**src/rtl/pe_tile_engine.sv**
```systemverilog
`default_nettype none
// ============================================================================
// Module      : pe_tile_engine
// Description : Bit-serial SIMD tile engine. A TILE x TILE array of 1-bit
//               lanes executes logic, add/sub and neighbour-shift operations
//               over multi-plane operands held in a bit-plane register file.
// Revision    : 1.0 - initial release
// ============================================================================
module pe_tile_engine #(
    parameter  int TILE   = 4,
    parameter  int DEPTH  = 64,
    parameter  int MAXLEN = 32,
    localparam int LANES  = TILE * TILE,
    localparam int AW     = $clog2(DEPTH)
) (
    input  logic             clk,
    input  logic             reset,
    input  logic             cmd_valid,
    output logic             cmd_ready,
    input  logic [3:0]       cmd_op,
    input  logic [AW-1:0]    cmd_src_a,
    input  logic [AW-1:0]    cmd_src_b,
    input  logic [AW-1:0]    cmd_dst,
    input  logic [5:0]       cmd_len,
    output logic             done,
    output logic             err,
    output logic [LANES-1:0] carry_vec,
    output logic             flag_all,
    output logic             flag_any,
    input  logic             host_we,
    input  logic [AW-1:0]    host_addr,
    input  logic [LANES-1:0] host_wdata,
    output logic [LANES-1:0] host_rdata,
    input  logic [TILE-1:0]  n_in,
    input  logic [TILE-1:0]  s_in,
    input  logic [TILE-1:0]  e_in,
    input  logic [TILE-1:0]  w_in,
    output logic [TILE-1:0]  n_out,
    output logic [TILE-1:0]  s_out,
    output logic [TILE-1:0]  e_out,
    output logic [TILE-1:0]  w_out
);

    localparam logic [1:0] c_ST_IDLE = 2'd0;
    localparam logic [1:0] c_ST_EXEC = 2'd1;
    localparam logic [1:0] c_ST_DONE = 2'd2;

    localparam logic [3:0] c_OP_MOV = 4'd0;
    localparam logic [3:0] c_OP_NOT = 4'd1;
    localparam logic [3:0] c_OP_AND = 4'd2;
    localparam logic [3:0] c_OP_OR  = 4'd3;
    localparam logic [3:0] c_OP_XOR = 4'd4;
    localparam logic [3:0] c_OP_ADD = 4'd5;
    localparam logic [3:0] c_OP_SUB = 4'd6;
    localparam logic [3:0] c_OP_SHN = 4'd7;
    localparam logic [3:0] c_OP_SHS = 4'd8;
    localparam logic [3:0] c_OP_SHE = 4'd9;
    localparam logic [3:0] c_OP_SHW = 4'd10;

    localparam int c_SW = AW + 7;

    logic [1:0]       r_state;
    logic [1:0]       w_next_state;
    logic [3:0]       r_op;
    logic [AW-1:0]    r_src_a;
    logic [AW-1:0]    r_src_b;
    logic [AW-1:0]    r_dst;
    logic [5:0]       r_len;
    logic [5:0]       r_k;
    logic [LANES-1:0] r_carry;
    logic [LANES-1:0] r_carry_vec;
    logic             r_err;
    logic [LANES-1:0] r_mem [DEPTH];

    logic             w_exec;
    logic             w_accept;
    logic             w_cmd_illegal;
    logic             w_cmd_skip;
    logic [5:0]       w_cmd_len_c;
    logic             w_last;
    logic             w_arith;
    logic [AW-1:0]    w_addr_a;
    logic [AW-1:0]    w_addr_b;
    logic [AW-1:0]    w_addr_d;
    logic [LANES-1:0] w_a;
    logic [LANES-1:0] w_b;
    logic [LANES-1:0] w_b_eff;
    logic [LANES-1:0] w_sum;
    logic [LANES-1:0] w_cout;
    logic [LANES-1:0] w_shn;
    logic [LANES-1:0] w_shs;
    logic [LANES-1:0] w_she;
    logic [LANES-1:0] w_shw;
    logic [LANES-1:0] w_result;
    logic [TILE-1:0]  w_a_east;
    logic [TILE-1:0]  w_a_west;

    assign w_accept      = cmd_valid && cmd_ready;
    assign w_cmd_illegal = (cmd_op > c_OP_SHW);
    assign w_cmd_skip    = (cmd_len == 6'd0) || w_cmd_illegal;
    assign w_cmd_len_c   = (cmd_len > 6'(MAXLEN)) ? 6'(MAXLEN) : cmd_len;
    assign w_last        = (r_k == r_len - 6'd1);
    assign w_arith       = (r_op == c_OP_ADD) || (r_op == c_OP_SUB);

    // Plane addresses wrap modulo DEPTH; the sum is widened so any DEPTH works.
    assign w_addr_a = AW'((c_SW'(r_src_a) + c_SW'(r_k)) % c_SW'(DEPTH));
    assign w_addr_b = AW'((c_SW'(r_src_b) + c_SW'(r_k)) % c_SW'(DEPTH));
    assign w_addr_d = AW'((c_SW'(r_dst)   + c_SW'(r_k)) % c_SW'(DEPTH));

    assign w_a        = r_mem[w_addr_a];
    assign w_b        = r_mem[w_addr_b];
    assign host_rdata = r_mem[host_addr];

    // SUB is A + ~B with the carry seeded to 1 at accept.
    assign w_b_eff = (r_op == c_OP_SUB) ? ~w_b : w_b;
    assign w_sum   = w_a ^ w_b_eff ^ r_carry;
    assign w_cout  = (w_a & w_b_eff) | (r_carry & (w_a ^ w_b_eff));

    for (genvar r = 0; r < TILE; r++) begin : g_row
        for (genvar c = 0; c < TILE; c++) begin : g_col
            localparam int c_LANE = r * TILE + c;
            if (r == TILE - 1) begin : g_shn_edge
                assign w_shn[c_LANE] = s_in[c];
            end else begin : g_shn_mid
                assign w_shn[c_LANE] = w_a[c_LANE + TILE];
            end
            if (r == 0) begin : g_shs_edge
                assign w_shs[c_LANE] = n_in[c];
            end else begin : g_shs_mid
                assign w_shs[c_LANE] = w_a[c_LANE - TILE];
            end
            if (c == 0) begin : g_she_edge
                assign w_she[c_LANE] = w_in[r];
            end else begin : g_she_mid
                assign w_she[c_LANE] = w_a[c_LANE - 1];
            end
            if (c == TILE - 1) begin : g_shw_edge
                assign w_shw[c_LANE] = e_in[r];
            end else begin : g_shw_mid
                assign w_shw[c_LANE] = w_a[c_LANE + 1];
            end
        end
        assign w_a_east[r] = w_a[r * TILE + TILE - 1];
        assign w_a_west[r] = w_a[r * TILE];
    end

    always_comb begin
        w_result = w_a;
        case (r_op)
            c_OP_MOV: w_result = w_a;
            c_OP_NOT: w_result = ~w_a;
            c_OP_AND: w_result = w_a & w_b;
            c_OP_OR:  w_result = w_a | w_b;
            c_OP_XOR: w_result = w_a ^ w_b;
            c_OP_ADD: w_result = w_sum;
            c_OP_SUB: w_result = w_sum;
            c_OP_SHN: w_result = w_shn;
            c_OP_SHS: w_result = w_shs;
            c_OP_SHE: w_result = w_she;
            c_OP_SHW: w_result = w_shw;
            default:  w_result = w_a;
        endcase
    end

    always_ff @(posedge clk) begin
        if (!reset) begin
            r_state <= c_ST_IDLE;
        end else begin
            r_state <= w_next_state;
        end
    end

    always_comb begin
        w_next_state = r_state;
        case (r_state)
            c_ST_IDLE: if (cmd_valid) w_next_state = w_cmd_skip ? c_ST_DONE : c_ST_EXEC;
            c_ST_EXEC: if (w_last)    w_next_state = c_ST_DONE;
            c_ST_DONE: w_next_state = c_ST_IDLE;
            default:   w_next_state = c_ST_IDLE;
        endcase
    end

    always_comb begin
        cmd_ready = 1'b0;
        done      = 1'b0;
        w_exec    = 1'b0;
        case (r_state)
            c_ST_IDLE: cmd_ready = 1'b1;
            c_ST_EXEC: w_exec    = 1'b1;
            c_ST_DONE: done      = 1'b1;
            default:   ;
        endcase
    end

    // Plane k is read combinationally before dst+k is written, so in-place is exact.
    always_ff @(posedge clk) begin
        if (reset) begin
            if (w_exec) begin
                r_mem[w_addr_d] <= w_result;
            end else if (cmd_ready && host_we) begin
                r_mem[host_addr] <= host_wdata;
            end
        end
    end

    always_ff @(posedge clk) begin
        if (!reset) begin
            r_op        <= 4'd0;
            r_src_a     <= '0;
            r_src_b     <= '0;
            r_dst       <= '0;
            r_len       <= 6'd0;
            r_k         <= 6'd0;
            r_carry     <= '0;
            r_carry_vec <= '0;
            r_err       <= 1'b0;
        end else if (w_accept) begin
            r_op    <= cmd_op;
            r_src_a <= cmd_src_a;
            r_src_b <= cmd_src_b;
            r_dst   <= cmd_dst;
            r_len   <= w_cmd_len_c;
            r_k     <= 6'd0;
            r_carry <= (cmd_op == c_OP_SUB) ? '1 : '0;
            if (w_cmd_skip) begin
                r_err <= w_cmd_illegal;
            end
        end else if (w_exec) begin
            r_k <= r_k + 6'd1;
            if (w_arith) begin
                r_carry <= w_cout;
            end
            if (w_last) begin
                r_err <= 1'b0;
                if (w_arith) begin
                    r_carry_vec <= w_cout;
                end
            end
        end
    end

    assign err       = r_err;
    assign carry_vec = r_carry_vec;
    assign flag_all  = &r_carry_vec;
    assign flag_any  = |r_carry_vec;

    assign n_out = (w_exec && r_op == c_OP_SHN) ? w_a[TILE-1:0]       : '0;
    assign s_out = (w_exec && r_op == c_OP_SHS) ? w_a[LANES-1 -: TILE] : '0;
    assign e_out = (w_exec && r_op == c_OP_SHE) ? w_a_east             : '0;
    assign w_out = (w_exec && r_op == c_OP_SHW) ? w_a_west             : '0;

endmodule
`default_nettype wire

```
**config.mk**
```make
export PLATFORM = sky130hd
export DESIGN_NAME = pe_tile_engine
export DESIGN_NICKNAME = d
export VERILOG_FILES = /design/src/rtl/pe_tile_engine.sv
export SDC_FILE = /design/constraint.sdc
export NUM_CORES = 2
export LEC_CHECK = 0
export CORE_MARGIN = 1
export CORE_UTILIZATION = 48
export CTS_BUF_LIST = sky130_fd_sc_hd__clkbuf_16
export DETAILED_ROUTE_END_ITERATION = 8
export DONT_BUFFER_PORTS = 1
export GPL_ROUTABILITY_DRIVEN = 0
export HOLD_SLACK_MARGIN = 0.1
export PLACE_DENSITY = 0.73
export SLEW_MARGIN = 30
export SYNTH_ARGS = -nofsm -noshare
export SYNTH_HDL_FRONTEND = slang
export SYNTH_SLANG_ARGS = --single-unit
```
**constraint.sdc**
```tcl
create_clock -name clk -period 13.7 [get_ports clk]
set_clock_uncertainty 0.1 [all_clocks]
set_input_delay 0.685 -clock clk [delete_from_list [all_inputs] [get_ports clk]]
set_output_delay 0.685 -clock clk [all_outputs]
set_load 0.01 [all_outputs]
```
==> summary.json <==
{
  "use_met3": 0.133,
  "dr_total_vias": 40900,
  "synth_area_sq_um": 62100,
  "async_set_reset_flop_share_out_of_synthesis": 0,
  "worstSkewPairLatency_ns": 0.74,
  "clockRootBuffer": "sky130_fd_sc_hd__clkbuf_16",
  "cts_sinks": 1093,
  "cts-resized-gates": 0,
  "register_bit_count_reported_by_yosys": 1093,
  "achievable-frequency_ghz": 0.120,
  "number_of_filler_instances_in_the_final_layout": 9763,
  "crit_fanout": 64,
  "routed_wl_um": 210000,
  "timing.final.max_slew_violations": 0,
  "floorplan.core_area_sq_um": 128000,
  "report.final.hold_viol_count": 0,
  "clock_path_buffers": 3,
  "dr.pass1.iters": 9,
  "synthesis.instances": 3548,
  "top_level_ports": 123,
  "drc": 7,
  "crit_chain": "inv_1 > fa_4 > buf_4 > buf_4 > mux4_2 > mux4_2 > mux2_2 > a21oi_1 > xnor2_1 > fa_1 > a222oi_1 > o211ai_1 > a2111oi_0 > a31oi_4 > buf_4",
  "wl_per_cell_um": 39.3,
  "synth.most_common_cell": "sky130_fd_sc_hd__edfxtp_1",
  "cell_variety_after_synth": 72,
  "netlist.area_leader.share": 0.495,
  "synth.top_cells.by_area": "sky130_fd_sc_hd__edfxtp_1, sky130_fd_sc_hd__mux4_2, sky130_fd_sc_hd__dfxtp_1, sky130_fd_sc_hd__mux2i_1, sky130_fd_sc_hd__nand2_1",
  "cts.hold.buffers_added": 29,
  "yosysTopAreaCell": "sky130_fd_sc_hd__edfxtp_1",
  "layout-drive-gt1-share": 0.382,
  "critical-path-max-stage-delay_ns": 1.26,
  "synth.area.mux_share": 0.357,
  "globalRouteTotalUtil": 0.320,
  "setup_ws_ns": 5.39,
  "powerDensity_nw_per_um2": 130,
  "grt_setup_unrepaired": "false",
  "grt_most_used_layer": "met2",
  "tritoncts": "built",
  "synth_compound_area_frac": 0.0387,
  "die_height_um": 362,
  "grt_pass1_wl_um": 296000,
  "cp_startpoint_kind": "flop",
  "met2_usage": 0.461,
  "max_slew_margin": 0.0815,
  "violations": "design-rule violations",
  "synth.yosys.warnings": 0,
  "postSynth.topFlopCell": "sky130_fd_sc_hd__edfxtp_1",
  "finalCriticalPeriod_ns": 8.31,
  "setup.worst_path.end_class": "flop",
  "grt_max_degree": 259,
  "syn-mean-instance-area_sq_um": 17.5,
  "synth_enable_flop_cells": 1024,
  "total_leakage_power_nw": 21.6,
  "worstMarginPinSlew_ns": 1.38,
  "hpwl_um": 125000,
  "critical_path_required_ns": 13.95,
  "max_stage_delay_cell_worst_path": "sky130_fd_sc_hd__fa_4",
  "path_class": "reg -> reg",
  "synth_area_in_xor_xnor": 0.00645,
  "tritoncts.num_buffers": 113,
  "chipWidth_um": 362,
  "port_buffers": 0,
  "layout_worst_path_cycle_share": 0.606,
  "place_ws_ns": 5.79,
  "final_antenna_net_count": 0,
  "grt_antenna_before_repair": 7,
  "post_synth_and_or_nand_nor_area_fraction": 0.0408,
  "power.ir.vdd_worst_mv": 0.107,
  "synth_fa_ha_area_frac": 0.0160,
  "ys_top_cells_by_count": "sky130_fd_sc_hd__edfxtp_1, sky130_fd_sc_hd__mux4_2, sky130_fd_sc_hd__nand2_1",
  "final-setup-viol-count": 0,
  "cts.repair_timing.setup_buffer_count": 0,
  "start_util": 0.485,
  "total_congestion_overflow_after_global_routing": 0,
  "design.final.nets": 3664,
  "yosysSeqAreaShare": 0.517,
  "avgViaCountPerCell": 7.63,
  "htree_levels": 3,
  "clkTransAtPathRegs_ns": 0.07,
  "dominant_combinational_cell_family_by_area_after_synthesis": "multiplexers",
  "timing.critical_path.arrival_ns": 8.56,
  "timing.setup.tns_ns": 0,
  "syn_to_final_growth_pct": 10.7,
  "drt_first_iter_violations": 7964,
  "outcome": "complete, but fails checks",
  "globalRouteMet1Util": 0.401,
  "maxCapViolCount": 0,
  "design.die.area_sq_um": 131000,
  "postSynthNetCount": 3686,
  "number_of_global_route_vias_before_repair": 39200,
  "worstHoldPathType": "in -> reg",
  "std_cell_rows": 131,
  "cp_common_cell": "sky130_fd_sc_hd__buf_4"
}
[where the power goes]
group	internal, mW	leakage, nW	switching [mW]
Sequential	3.95	9.77	0.0239
Combinational	0.718	9.98	1.17
Clock	1.74	1.87	1.35
Total	6.41	21.6	2.55
[sequential cells by signal, indices dropped and copies added (netlist names)]
name	cells
carry_vec	16
r_src_b	6
r_state	2
r_k	6
err	1
r_mem	1024
r_dst	6
r_op	4
r_carry	16
r_len	6
r_src_a	6
[metal layers]
layer	vias up	wire [um]	share of wire
li1	15100	-	-
met1	20900	67000	0.32
met2	4074	91700	0.44
met3	743	35800	0.17
met4	6	15700	0.075
met5	-	36	0.00017
[through the flow]
stage,instance area [sq um],utilization,cells,total power [mW],hold slack [ns]
3_3_place_gp,64700,0.505,5111,5.82,0.364
4_1_cts,68700,0.536,5352,8.91,0.103
6_report,68700,0.537,5357,8.96,0.127
5_1_grt,68700,0.537,5355,9.15,0.157
3_5_place_dp,64700,0.505,5111,5.84,0.374
2_1_floorplan,62100,-,3548,5.26,0.348
[area by class of cell]
type / instances / area [sq um] / share of cell area
flip-flops and latches: 1093 / 32100 / 0.468
multi-input cells: 2102 / 29100 / 0.424
clock buffers: 116 / 2900 / 0.0422
well taps: 1729 / 2160 / 0.0315
repair buffers: 165 / 1430 / 0.0208
clock inverters: 96 / 787 / 0.0115
inverters: 51 / 191 / 0.00279
diodes: 5 / 12.5 / 0.000182
[cells in the final DEF (no fill, tap or decap), types with 29 or more instances in the layout]
master                      count
sky130_fd_sc_hd__ha_1          47
sky130_fd_sc_hd__mux4_2       925
sky130_fd_sc_hd__dfxtp_1       69
sky130_fd_sc_hd__mux2i_1       95
sky130_fd_sc_hd__o21ai_0       43
sky130_fd_sc_hd__nor2_2        63
sky130_fd_sc_hd__a21oi_1      104
sky130_fd_sc_hd__mux2_2        35
sky130_fd_sc_hd__nand3_1       29
sky130_fd_sc_hd__inv_1         67
sky130_fd_sc_hd__nor2_1       115
sky130_fd_sc_hd__nand2_1      221
sky130_fd_sc_hd__nor3_1        32
sky130_fd_sc_hd__clkbuf_16    116
sky130_fd_sc_hd__edfxtp_1    1024
sky130_fd_sc_hd__buf_4        126
[worst max-delay path: cells and delay by family, from the launching register on]
family	cells	cell delay, ns
adder cells (fa/ha/maj)	2	1.76
buffers and inverters	4	1.83
XOR/XNOR	1	0.20
multiplexers	3	1.19
flip-flops	1	0.52
AO/OA/AOI/OAI	5	2.15
[cells by family after synthesis]
group,Yosys count
adder cells (fa/ha/maj),68
AND/OR/NAND/NOR,574
XOR/XNOR,44
multiplexers,1055
buffers and inverters,353
AO/OA/AOI/OAI,361
flip-flops,1093
[path summary, 6_finish.rpt]
| check | slack, ns | cells past startpoint | startpoint | end |
|---|---|---|---|---|
| setup / recovery | 5.39 | 15 | r_k[1] | r_mem[19][15] |
| hold / removal | 0.13 | 3 | cmd_op[3] | err |
| setup reg to reg | 5.39 | 15 | r_k[1] | r_mem[19][15] |
| hold reg to reg | 0.38 | 2 | r_dst[2] | r_dst[2] |
No activity file was read; power rests on OpenSTA's default activity.
